## src/rtl/axi_rd_arbiter.sv

```systemverilog
// rtl/axi_rd_arbiter.sv - AXI read channel arbiter between icache and dcache refill paths.
// Optional round-robin tie-break enabled by defining AXI_RD_ARB_RR_EN.
module axi_rd_arbiter #(
    parameter int         LINE_WORDS = 4,
    parameter logic [3:0] I_ID       = 4'd0,
    parameter logic [3:0] D_ID       = 4'd1
) (
    input  logic        clk,
    input  logic        rst,
    input  logic        i_req,
    input  logic [31:0] i_addr,
    input  logic        i_cached,
    output logic        i_ack,
    output logic        i_rvalid,
    output logic [31:0] i_rdata,
    output logic        i_rlast,
    input  logic        d_req,
    input  logic [31:0] d_addr,
    input  logic        d_cached,
    output logic        d_ack,
    output logic        d_rvalid,
    output logic [31:0] d_rdata,
    output logic        d_rlast,
    output logic        rd_err,
    output logic        proto_err,
    output logic [3:0]  arid,
    output logic [31:0] araddr,
    output logic [7:0]  arlen,
    output logic [2:0]  arsize,
    output logic [1:0]  arburst,
    output logic        arvalid,
    input  logic        arready,
    input  logic [3:0]  rid,
    input  logic [31:0] rdata,
    input  logic [1:0]  rresp,
    input  logic        rlast,
    input  logic        rvalid,
    output logic        rready
);

    localparam int          OFF_BITS  = $clog2(LINE_WORDS) + 2;
    localparam logic [31:0] LINE_MASK = ~((32'd1 << OFF_BITS) - 32'd1);

    typedef enum logic [1:0] {IDLE, AR, R} state_t;

    state_t      state, state_nx;
    logic        owner_d;
    logic [31:0] addr_q;
    logic        cached_q;
    logic [7:0]  beat_cnt;
    logic        idle;
    logic        grant_i, grant_d;
    logic        beat;
    logic        beat_bad;

    assign idle = (state == IDLE);

`ifdef AXI_RD_ARB_RR_EN
    // rr_i set means the icache wins the next tie
    logic rr_i;

    always_ff @(posedge clk) begin
        if (rst) begin
            rr_i <= 1'b1;
        end else if (grant_i) begin
            rr_i <= 1'b0;
        end else if (grant_d) begin
            rr_i <= 1'b1;
        end
    end

    assign grant_d = idle & d_req & (~i_req | ~rr_i);
`else
    assign grant_d = idle & d_req;
`endif
    assign grant_i = idle & i_req & ~grant_d;

    assign arid    = owner_d ? D_ID : I_ID;
    assign araddr  = cached_q ? (addr_q & LINE_MASK) : addr_q;
    assign arlen   = cached_q ? 8'(LINE_WORDS - 1) : 8'd0;
    assign arsize  = 3'b010;
    assign arburst = 2'b01;

    assign beat = (state == R) & rvalid;
    // Short burst shows as rlast before arlen; overrun shows as a non-last beat at/after arlen
    assign beat_bad = (rid != arid) | (rlast ? (beat_cnt != arlen) : (beat_cnt >= arlen));

    always_ff @(posedge clk) begin
        if (rst) begin
            state     <= IDLE;
            owner_d   <= 1'b1;
            addr_q    <= '0;
            cached_q  <= 1'b0;
            beat_cnt  <= '0;
            proto_err <= 1'b0;
        end else begin
            state <= state_nx;
            if (grant_i | grant_d) begin
                owner_d  <= grant_d;
                addr_q   <= grant_d ? d_addr : i_addr;
                cached_q <= grant_d ? d_cached : i_cached;
            end
            if ((state == AR) && arready) begin
                beat_cnt <= '0;
            end else if (beat) begin
                beat_cnt <= beat_cnt + 8'd1;
            end
            if (beat && beat_bad) begin
                proto_err <= 1'b1;
            end
        end
    end

    always_comb begin
        state_nx = state;
        arvalid  = 1'b0;
        rready   = 1'b0;
        i_ack    = grant_i;
        d_ack    = grant_d;
        case (state)
            IDLE: if (i_req | d_req) state_nx = AR;
            AR: begin
                arvalid = 1'b1;
                if (arready) state_nx = R;
            end
            R: begin
                rready = 1'b1;
                if (rvalid && rlast) state_nx = IDLE;
            end
            default: state_nx = IDLE;
        endcase
    end

    assign i_rvalid = beat & ~owner_d;
    assign d_rvalid = beat & owner_d;
    assign i_rdata  = i_rvalid ? rdata : '0;
    assign d_rdata  = d_rvalid ? rdata : '0;
    assign i_rlast  = i_rvalid & rlast;
    assign d_rlast  = d_rvalid & rlast;
    assign rd_err   = beat & (rresp != 2'b00);

endmodule

```

## config.mk

```make
export PLATFORM = sky130hd
export DESIGN_NAME = axi_rd_arbiter
export DESIGN_NICKNAME = d
export VERILOG_FILES = /design/src/rtl/axi_rd_arbiter.sv
export SDC_FILE = /design/constraint.sdc
export NUM_CORES = 1
export LEC_CHECK = 0
export ABC_AREA = 1
export BUFFER_PORTS_ARGS = -buffer_cell sky130_fd_sc_hd__buf_2
export CAP_MARGIN = 20
export CORE_AREA = 2 2 92 94
export CTS_CLUSTER_SIZE = 12
export DETAILED_ROUTE_END_ITERATION = 10
export DIE_AREA = 0 0 94 96
export GPL_TIMING_DRIVEN = 1
export HOLD_SLACK_MARGIN = 0.05
export PLACE_DENSITY = 0.74
export RECOVER_POWER = 100
export SLEW_MARGIN = 20
export SYNTH_ARGS = -nofsm -noshare
export SYNTH_HDL_FRONTEND = slang
export SYNTH_SLANG_ARGS = --single-unit
```

## constraint.sdc

```tcl
create_clock -name clk -period 1.6 [get_ports clk]
set_input_delay 0.08 -clock clk [delete_from_list [all_inputs] [get_ports clk]]
set_output_delay 0.08 -clock clk [all_outputs]
set_load 0.05 [all_outputs]
```

==> impl_metrics.json, run 1 <==
{
  "power_w": 0.00358,
  "via_per_inst": 4.58,
  "synth_area_leaders": "dfxtp_1 31%, nor2_1 20%, buf_4 12%",
  "ir_worst_vdd_v": 0.000576,
  "final_area_um2": 4990,
  "p_leak_nw": 2.32,
  "port_buffers": 219,
  "drive_above_1_share_pct": 44.2,
  "reg2reg_depth": 8,
  "cp-start-kind": "register",
  "ant_nets": 0,
  "grt_pass1_vias": 3158,
  "tightestPinTransition_ps": 754,
  "synthArstFlopShare_pct": 0,
  "drv_slew": 0,
  "min_from": "d_addr[11]",
  "gp_congestion": 0.826,
  "hpwl_mm": 7.20,
  "hold_end": "addr_q[11]",
  "ys_top_cells_by_count": "153 x nor2_1, 56 x inv_1, 50 x nand2_1",
  "hold_viol": 0,
  "synth_area_um2": 2940,
  "finalCritPeriodShare_pct": 99.4,
  "dr_total_vias": 3521,
  "numCtsBuffers": 5,
  "holdPathStages": 3,
  "r2r-start": "state[0]",
  "critical_path_arrival_ps": 1510,
  "dr.pass1.iters": 4,
  "finish.net_count": 776,
  "reg2reg_slack_ps": 100,
  "fin_skew_ps": 5.21,
  "critPathBufInv": 4,
  "hold_class": "in -> reg",
  "critPathCaptureType": "output port",
  "overflow": 0,
  "io_pins": 234,
  "rsz0062_at_grt": "yes",
  "cp_cell_sequence": "inv_2 > nand3_4 > nor2_4 > inv_4 > clkbuf_16 > nor2_4 > buf_6",
  "yosys.area.top_type_share_pct": 30.6,
  "yosys_warnings": 0,
  "setup_violations": 0,
  "cp_top_family": "buffers and inverters",
  "cts_buffer_depth": 2,
  "ys_types": 29,
  "clock-sinks": 45,
  "dieHeight_um": 96,
  "place_area_um2": 4330,
  "yosysMostFrequentCell": "nor2_1",
  "drt_iter0_markers": 110,
  "antenna_found_initial": 1,
  "grt_max_degree": 37,
  "die_w_um": 94,
  "die_area_um2": 9020,
  "routed_wl_mm": 10.6,
  "drt-met1-wl_mm": 3.92,
  "yosys_most_used_dff": "dfxtp_1",
  "rows": 33,
  "tns_ps": 0,
  "cp_common_cell": "nor2_4",
  "cp_max_fo": 10,
  "start_util_pct": 36.5,
  "clk_latency_ps": 290,
  "synth_top_area_cell": "dfxtp_1",
  "required_ps": 1520,
  "final_util_pct": 61.9,
  "highest_layer": "met4",
  "grt_first_pass_wirelength_mm": 14.5,
  "drc": 0,
  "cts_tree": "done",
  "postSynthAreaPerCell_um2": 6.19,
  "wl_met2_mm": 5.62,
  "syn_inst": 475,
  "fmax_ghz": 0.629,
  "htree_levels": 2,
  "place_ws_ps": 97.3,
  "synth_edf_count": 0,
  "coreArea_um2": 8050,
  "syn2layout_area_growth_pct": 69.6,
  "slowest_delay_ps": 340,
  "maxCapViolations": 0,
  "clk_transition_reported_paths_ps": 80,
  "ys_ff_latch": 45,
  "critical_path_class": "reg -> out",
  "setup_ws_ps": 9.54,
  "slowest_stage": "dfxtp_2",
  "period_needed_ps": 1590,
  "powerDensity_nw_per_um2": 718,
  "avgRoutedWirePerCell_um": 13.7,
  "wl_met3_um": 780,
  "max_slew_margin_pct": 49.7,
  "gr-usage-all-layers_pct": 20.3,
  "r2r-end": "beat_cnt[3]",
  "ys_seq_area_share_pct": 30.6,
  "status": "completed",
  "root_buffer": "clkbuf_8"
}
==> state kept, by name, indices dropped and copies added (netlist names) <==
signal and flops:
cached_q 1, state 2, addr_q 32, beat_cnt 8
proto_err 1, owner_d 1
==> worst max path at each step <==
| stage | cells after the start | end | slack [ps] | start |
|---|---|---|---|---|
| 5_1_grt | 7 | i_rdata[21] | -60 | state[0] |
| 3_3_place_gp | 7 | cached_q | 140 | state[1] |
| 3_5_place_dp | 7 | cached_q | 100 | state[1] |
| 6_report | 7 | i_rdata[21] | 10 | state[0] |
| 2_1_floorplan | 6 | i_rdata[11] | -30 | state[0] |
| 4_1_cts | 7 | i_rdata[31] | -20 | state[0] |
==> metal layers <==
| layer | global-route usage, % | vias up |
|---|---|---|
| met5 | 0 | - |
| li1 | - | 1760 |
| met1 | 21.7 | 1567 |
| met2 | 39.3 | 178 |
| met4 | 6.52 | 0 |
| met3 | 4.86 | 16 |
==> final cells by class <==
type                       count  area, um2
clock buffer                   7       86.3
inverter                      58        228
tap                          105        131
sequential                    45        907
timing repair buffer         236       1730
clock inverter                 1       30.0
antenna                        1       2.50
multi-input combinational    316       1870
fill                         713       3060
==> power by group <==
group | switching, W | total (W) | internal, W
clock | 0.000370 | 0.000880 | 0.000509
sequential | 0.0000620 | 0.00129 | 0.00122
combinational | 0.00103 | 0.00142 | 0.000384
total | 0.00146 | 0.00358 | 0.00212
==> cells by family (layout without fill, tap and decap cells) <==
group / Yosys count / in the layout / share of synthesized area [%]
AO/OA/AOI/OAI: 80 / 80 / 13.8
other: 2 / 15 / 0.255
flip-flops: 45 / 45 / 30.6
adder cells (fa/ha/maj): 3 / 3 / 1.28
buffers and inverters: 126 / 302 / 24.3
XOR/XNOR: 2 / 2 / 0.596
AND/OR/NAND/NOR: 217 / 217 / 29.1
==> worst min-delay path, cell delays in order <==
cell	delay, ps
buf_2	80
o21ai_1	60
a21oi_1	100
==> timing repair <==
action / 4_1_cts / 5_1_grt
gates resized for setup: 92 / 56
endpoints found under the setup margin: 67 / 67
pin swaps: 0 / 4
hold endpoints to repair: 1 / 1
buffers inserted: 0 / 2
hold buffers: 1 / 1
cloned: 0 / 3
==> placed cells by master, fill, tap and decap left out, types with 3 or more instances in the layout <==
cell	Yosys	layout
clkbuf_8	0	6
conb_1	2	14
buf_8	0	11
nand2_1	50	50
nand3_1	6	6
clkbuf_1	5	31
nor2_1	153	84
o21ai_1	26	26
inv_1	56	53
a21oi_1	42	42
nor2_2	1	6
o21ai_0	10	10
nor2_4	0	64
clkbuf_16	0	3
buf_4	48	16
ha_1	3	3
buf_2	6	121
buf_6	7	46
dfxtp_1	45	42
==> through the flow <==
step	instances	hold WS, ps
2_1_floorplan	487	243
3_3_place_gp	753	349
3_5_place_dp	753	351
4_1_cts	762	54.7
5_1_grt	768	55.8
6_report	769	60.3
Note: power is estimated with default switching activity, not from simulation.
==> run 2, diff against run 1 <==
--- a/config.mk
+++ b/config.mk
@@ -8,13 +8,13 @@
 export ABC_AREA = 1
 export BUFFER_PORTS_ARGS = -buffer_cell sky130_fd_sc_hd__buf_2
 export CAP_MARGIN = 20
-export CORE_AREA = 2 2 92 94
+export CORE_AREA = 2 2 91 93
 export CTS_CLUSTER_SIZE = 12
 export DETAILED_ROUTE_END_ITERATION = 10
-export DIE_AREA = 0 0 94 96
+export DIE_AREA = 0 0 93 95
 export GPL_TIMING_DRIVEN = 1
 export HOLD_SLACK_MARGIN = 0.05
-export PLACE_DENSITY = 0.74
+export PLACE_DENSITY = 0.75
 export RECOVER_POWER = 100
 export SLEW_MARGIN = 20
 export SYNTH_ARGS = -nofsm -noshare
==> constraint.sdc (replaced) <==
create_clock -name clk -period 1.95 [get_ports clk]
set_input_delay 0.0975 -clock clk [delete_from_list [all_inputs] [get_ports clk]]
set_output_delay 0.0975 -clock clk [all_outputs]
set_load 0.05 [all_outputs]
==> run 2 against run 1 <==
Effect of this change:
- design area is 21% lower
- sequential share of layout area is 4.7 points higher
- die area is 2.1% lower
- first-iteration DRC count is 12% lower
- register-to-register slack better by 60 ps
- count of clock-buffer cells in the layout stayed put
- setup slack better by 78 ps
- clock skew is 6.0 ps higher
- global-route usage is 0.26 points lower
- sequential power is 19% lower
- combinational power is 26% lower
- cell count stayed put
- critical path type unchanged
- largest power group is now sequential cells
==> impl_metrics.json, run 2 (synthesis results as in run 1) <==
{
  "cp_top_family": "buffers and inverters",
  "highest_layer": "met4",
  "p_leak_nw": 2.13,
  "powerDensity_nw_per_um2": 693,
  "hold_class": "in -> reg",
  "gp_congestion": 0.924,
  "fmax_ghz": 0.537,
  "dr.pass1.iters": 4,
  "final_area_um2": 3950,
  "numCtsBuffers": 5,
  "die_w_um": 93,
  "clk_transition_reported_paths_ps": 70,
  "clk_latency_ps": 300,
  "overflow": 0,
  "finalCritPeriodShare_pct": 95.5,
  "dr_total_vias": 3482,
  "drc": 0,
  "antenna_found_initial": 4,
  "hpwl_mm": 7.49,
  "critPathBufInv": 4,
  "slowest_delay_ps": 340,
  "io_pins": 234,
  "cp_max_fo": 8,
  "drv_slew": 0,
  "gr-usage-all-layers_pct": 20.1,
  "final_common_cell": "nor2_1",
  "tightestPinTransition_ps": 675,
  "setup_violations": 0,
  "cp_cell_sequence": "inv_1 > nand3_2 > nor2_4 > clkinvlp_4 > buf_4 > nor2_1 > buf_2",
  "drt_iter0_markers": 97,
  "mostFrequentLayoutCells": "151 x nor2_1, 130 x buf_2, 55 x inv_1",
  "hold_viol": 0,
  "cp-start-kind": "register",
  "grt_first_pass_wirelength_mm": 14.0,
  "avgRoutedWirePerCell_um": 12.3,
  "ir_worst_vdd_v": 0.000519,
  "cts_hold_buf": 0,
  "start_util_pct": 37.1,
  "max_flop_register": "addr_q",
  "reg_top3": "addr_q: 32 flops, beat_cnt: 8 flops, state: 2 flops",
  "coreArea_um2": 7930,
  "status": "completed",
  "drive_above_1_share_pct": 31.7,
  "wl_met3_um": 779,
  "largest_reg_flops": 32,
  "ant_nets": 0,
  "drt-met1-wl_mm": 3.54,
  "maxCapViolations": 0,
  "critical_path_class": "reg -> out",
  "slowest_stage": "dfxtp_1",
  "required_ps": 1850,
  "period_needed_ps": 1860,
  "cts_buffer_depth": 2,
  "die_area_um2": 8840,
  "routed_wl_mm": 9.48,
  "via_per_inst": 4.53,
  "max_slew_margin_pct": 55.2,
  "fillers": 830,
  "grt_max_degree": 37,
  "dieHeight_um": 95,
  "rows": 33,
  "port_buffers": 219,
  "place_area_um2": 3780,
  "finish.net_count": 773,
  "syn2layout_area_growth_pct": 34.2,
  "wl_met2_mm": 4.77,
  "clock-sinks": 45,
  "htree_levels": 2,
  "root_buffer": "clkbuf_8",
  "grt_pass1_vias": 3025,
  "critPathCaptureType": "output port",
  "critical_path_arrival_ps": 1760,
  "power_w": 0.00273,
  "fin_skew_ps": 11.2,
  "cts_tree": "done"
}
==> run 2: changes by cell type in the layout (fill, tap and decap cells not counted), sizes merged <==
cell         before  now
buf             198  142
bufinv            1    0
clkbuf           43   96
clkinv            1    2
clkinvlp          0    4
diode             1    4
dlygate4sd3       2    0
inv              57   55
==> run 2: final cells by class <==
type	instances	area, um2	area share, %
diodes	4	10.0	0.254
clock buffers	7	96.3	2.44
clock inverters	1	5.00	0.127
inverters	58	226	5.74
multi-input cells	316	1380	34.9
flip-flops and latches	45	903	22.9
well taps	105	131	3.33
repair buffers	231	1180	29.9
repair inverters	2	15.0	0.381
==> run 2: repair_timing <==
item | in CTS | in global routing
endpoints found under the setup margin | 66 | 66
resized for setup | 2 | 11
pin swaps | 0 | 1
setup buffers | 3 | 3
gates cloned | 1 | 1
==> run 2: stage by stage <==
stage	TNS, ps	utilization (%)	hold slack, ps	instances	setup slack, ps
5_1_grt	-20.6	49.8	71.2	769	-20.6
4_1_cts	-1160	49.5	57.8	761	-62.6
6_report	0	49.8	63.3	769	87.6
3_5_place_dp	0	47.7	364	749	222
3_3_place_gp	0	47.7	360	749	286
2_1_floorplan	-13970	-	268	487	-227
==> run 2: final timing paths <==
kind	start	slack, ps	cells past startpoint	end
worst max-delay path	state[0]	90	7	i_rdata[28]
worst min-delay path	rst	60	3	owner_d
worst max register to register	state[0]	160	8	addr_q[9]
worst min register to register	proto_err	460	2	proto_err
==> run 2: tightest hold or removal path, cell delays in order <==
cell and delay (ps):
buf_2 100, inv_1 50, o211ai_1 70
==> run 2: routing by layer <==
metal	vias up	GRT usage, %
li1	1759	-
met1	1527	20.5
met2	170	37.9
met3	26	4.31
met4	0	11.3
met5	-	0
==> run 2: report_power, final <==
part	switching (W)	total [W]	internal, W
Clock	0.000309	0.000629	0.000320
Sequential	0.0000489	0.00105	0.00100
Combinational	0.000781	0.00105	0.000270
Total	0.00114	0.00273	0.00160
==> run 3, diff against run 2 <==
--- a/config.mk
+++ b/config.mk
@@ -16,6 +16,7 @@
 export HOLD_SLACK_MARGIN = 0.05
 export PLACE_DENSITY = 0.75
 export RECOVER_POWER = 100
+export SKIP_LAST_GASP = 1
 export SLEW_MARGIN = 20
 export SYNTH_ARGS = -nofsm -noshare
 export SYNTH_HDL_FRONTEND = slang
==> constraint.sdc (replaced) <==
create_clock -name clk -period 1.95 [get_ports clk]
set_input_delay 0.0975 -clock clk [delete_from_list [all_inputs] [get_ports clk]]
set_output_delay 0.0975 -clock clk [all_outputs]
set_load 0.02 [all_outputs]
==> run 3 against run 2 <==
Effect of this change:
- clock power increased by 3.5%
- highest routed layer unchanged
- critical path type unchanged
- critical endpoint is now i_rdata[8]
- count of clock-buffer cells in the layout unchanged
- global-route usage shrank 0.28 points
- sequential cell count unchanged
- core utilization is 1.0 points higher
- power decreased by 8.3%
- register-to-register slack improved by 50 ps
==> impl_metrics.json, run 3 (synthesis results as in run 1) <==
{
  "via_per_inst": 4.47,
  "antenna_found_initial": 3,
  "dr.pass1.iters": 4,
  "drv_slew": 0,
  "syn2layout_area_growth_pct": 37.0,
  "cp_max_fo": 9,
  "setup_violations": 0,
  "critical_path_arrival_ps": 1740,
  "mostFrequentLayoutCells": "180 x buf_2, 152 x nor2_1, 55 x inv_1",
  "overflow": 0,
  "grt_max_degree": 34,
  "hold_viol": 0,
  "die_area_um2": 8840,
  "dieHeight_um": 95,
  "cp_cell_sequence": "inv_1 > nand3_4 > buf_12 > nor2_4 > clkinvlp_4 > buf_4 > nor2_1 > buf_2",
  "clock-sinks": 45,
  "hold_class": "in -> reg",
  "slowest_delay_ps": 330,
  "slowest_stage": "dfxtp_1",
  "max_slew_margin_pct": 65.9,
  "start_util_pct": 37.1,
  "rows": 33,
  "avgRoutedWirePerCell_um": 12.3,
  "coreArea_um2": 7930,
  "powerDensity_nw_per_um2": 622,
  "period_needed_ps": 1840,
  "cts_buffer_depth": 2,
  "status": "completed",
  "root_buffer": "clkbuf_8",
  "critical_path_class": "reg -> out",
  "largest_reg_flops": 32,
  "max_flop_register": "addr_q",
  "p_leak_nw": 2.23,
  "critPathCaptureType": "output port",
  "finalCritPeriodShare_pct": 94.3,
  "final_common_cell": "buf_2",
  "port_buffers": 219,
  "place_area_um2": 3780,
  "gp_congestion": 0.811,
  "cts_tree": "done",
  "clk_transition_reported_paths_ps": 90,
  "rsz0062_at_grt": "no",
  "finish.net_count": 782,
  "hpwl_mm": 7.33,
  "drive_above_1_share_pct": 33.2,
  "grt_first_pass_wirelength_mm": 13.8,
  "fin_skew_ps": 4.70,
  "io_pins": 234,
  "clk_latency_ps": 290,
  "maxCapViolations": 0,
  "final_area_um2": 4030,
  "grt_pass1_vias": 2946,
  "ant_nets": 0,
  "fmax_ghz": 0.544,
  "reg_top3": "addr_q: 32 flops, beat_cnt: 8 flops, state: 2 flops",
  "cp-start-kind": "register",
  "numCtsBuffers": 5,
  "ir_worst_vdd_v": 0.000425,
  "routed_wl_mm": 9.55,
  "dr_total_vias": 3470,
  "drt_iter0_markers": 120,
  "die_w_um": 93,
  "drc": 0,
  "htree_levels": 2,
  "gr-usage-all-layers_pct": 19.8,
  "tightestPinTransition_ps": 511,
  "required_ps": 1850,
  "tns_ps": 0
}
-- run 3: cell types whose count changed in the layout (fill, tap and decap cells not counted), moves of 4 or more --
cell,delta
buf_2,+50
clkbuf_1,-4
clkbuf_2,-45
o21ai_1,+12
buf_4,+10
o21ai_0,-12
-- run 3: area by class of cell --
cell class                 instances  area [um2]
fill                             831        3900
multi-input combinational        316        1390
timing repair buffer             240        1250
sequential                        45         903
inverter                          58         226
tap                              105         131
clock buffer                       7        96.3
timing repair inverter             2        15.0
clock inverter                     1        8.76
antenna                            3        7.51
-- run 3: final timing paths --
path / startpoint / endpoint / slack (ps) / cells after the start
worst max-delay path: state[0] / i_rdata[8] / 110 / 8
worst min-delay path: d_addr[12] / addr_q[12] / 70 / 3
worst max register to register: state[1] / addr_q[7] / 210 / 8
worst min register to register: proto_err / proto_err / 470 / 2
-- run 3: per-stage QoR --
stage | hold WS (ps) | power [W] | worst slack (ps) | cells | utilization, %
final | 74.0 | 0.00251 | 112 | 777 | 50.8
after global routing | 69.6 | 0.00268 | 7.39 | 776 | 50.8
after CTS | 61.1 | 0.00257 | -35.5 | 770 | 50.6
after detailed placement | 373 | 0.00188 | 134 | 750 | 47.7
after global placement | 369 | 0.00186 | 205 | 750 | 47.7
after floorplan | 268 | 0.00172 | 316 | 487 | -
-- run 3: report_power, final --
group | internal [W] | switching, W | leakage (nW)
Clock | 0.000328 | 0.000323 | 0.0549
Sequential | 0.00100 | 0.0000549 | 0.371
Combinational | 0.000285 | 0.000512 | 1.80
Total | 0.00162 | 0.000890 | 2.23
-- run 3: repair_timing --
action                                  in CTS  in global routing
gates cloned                                 2                  0
hold buffers                                 1                  0
buffers inserted                             9                  4
pin swaps                                    0                  2
resized for setup                            8                  4
endpoints found under the setup margin      66                 56
hold endpoints to repair                     4                  0
-- run 3: routing by layer --
layer	part of all wire [%]	wire length (um)	track usage [%]	vias up
met5	0	0	0	-
met4	1.6	150	5.88	0
met3	8.0	759	4.47	9
met2	52	4980	38.0	162
met1	38	3650	21.6	1526
li1	-	-	-	1773
-- run 3: worst max-delay path: cells and delay by family (launching register included) --
kind,cells,cell delay [ps]
buf+inv,5,730
simple gates,3,410
flops,1,330
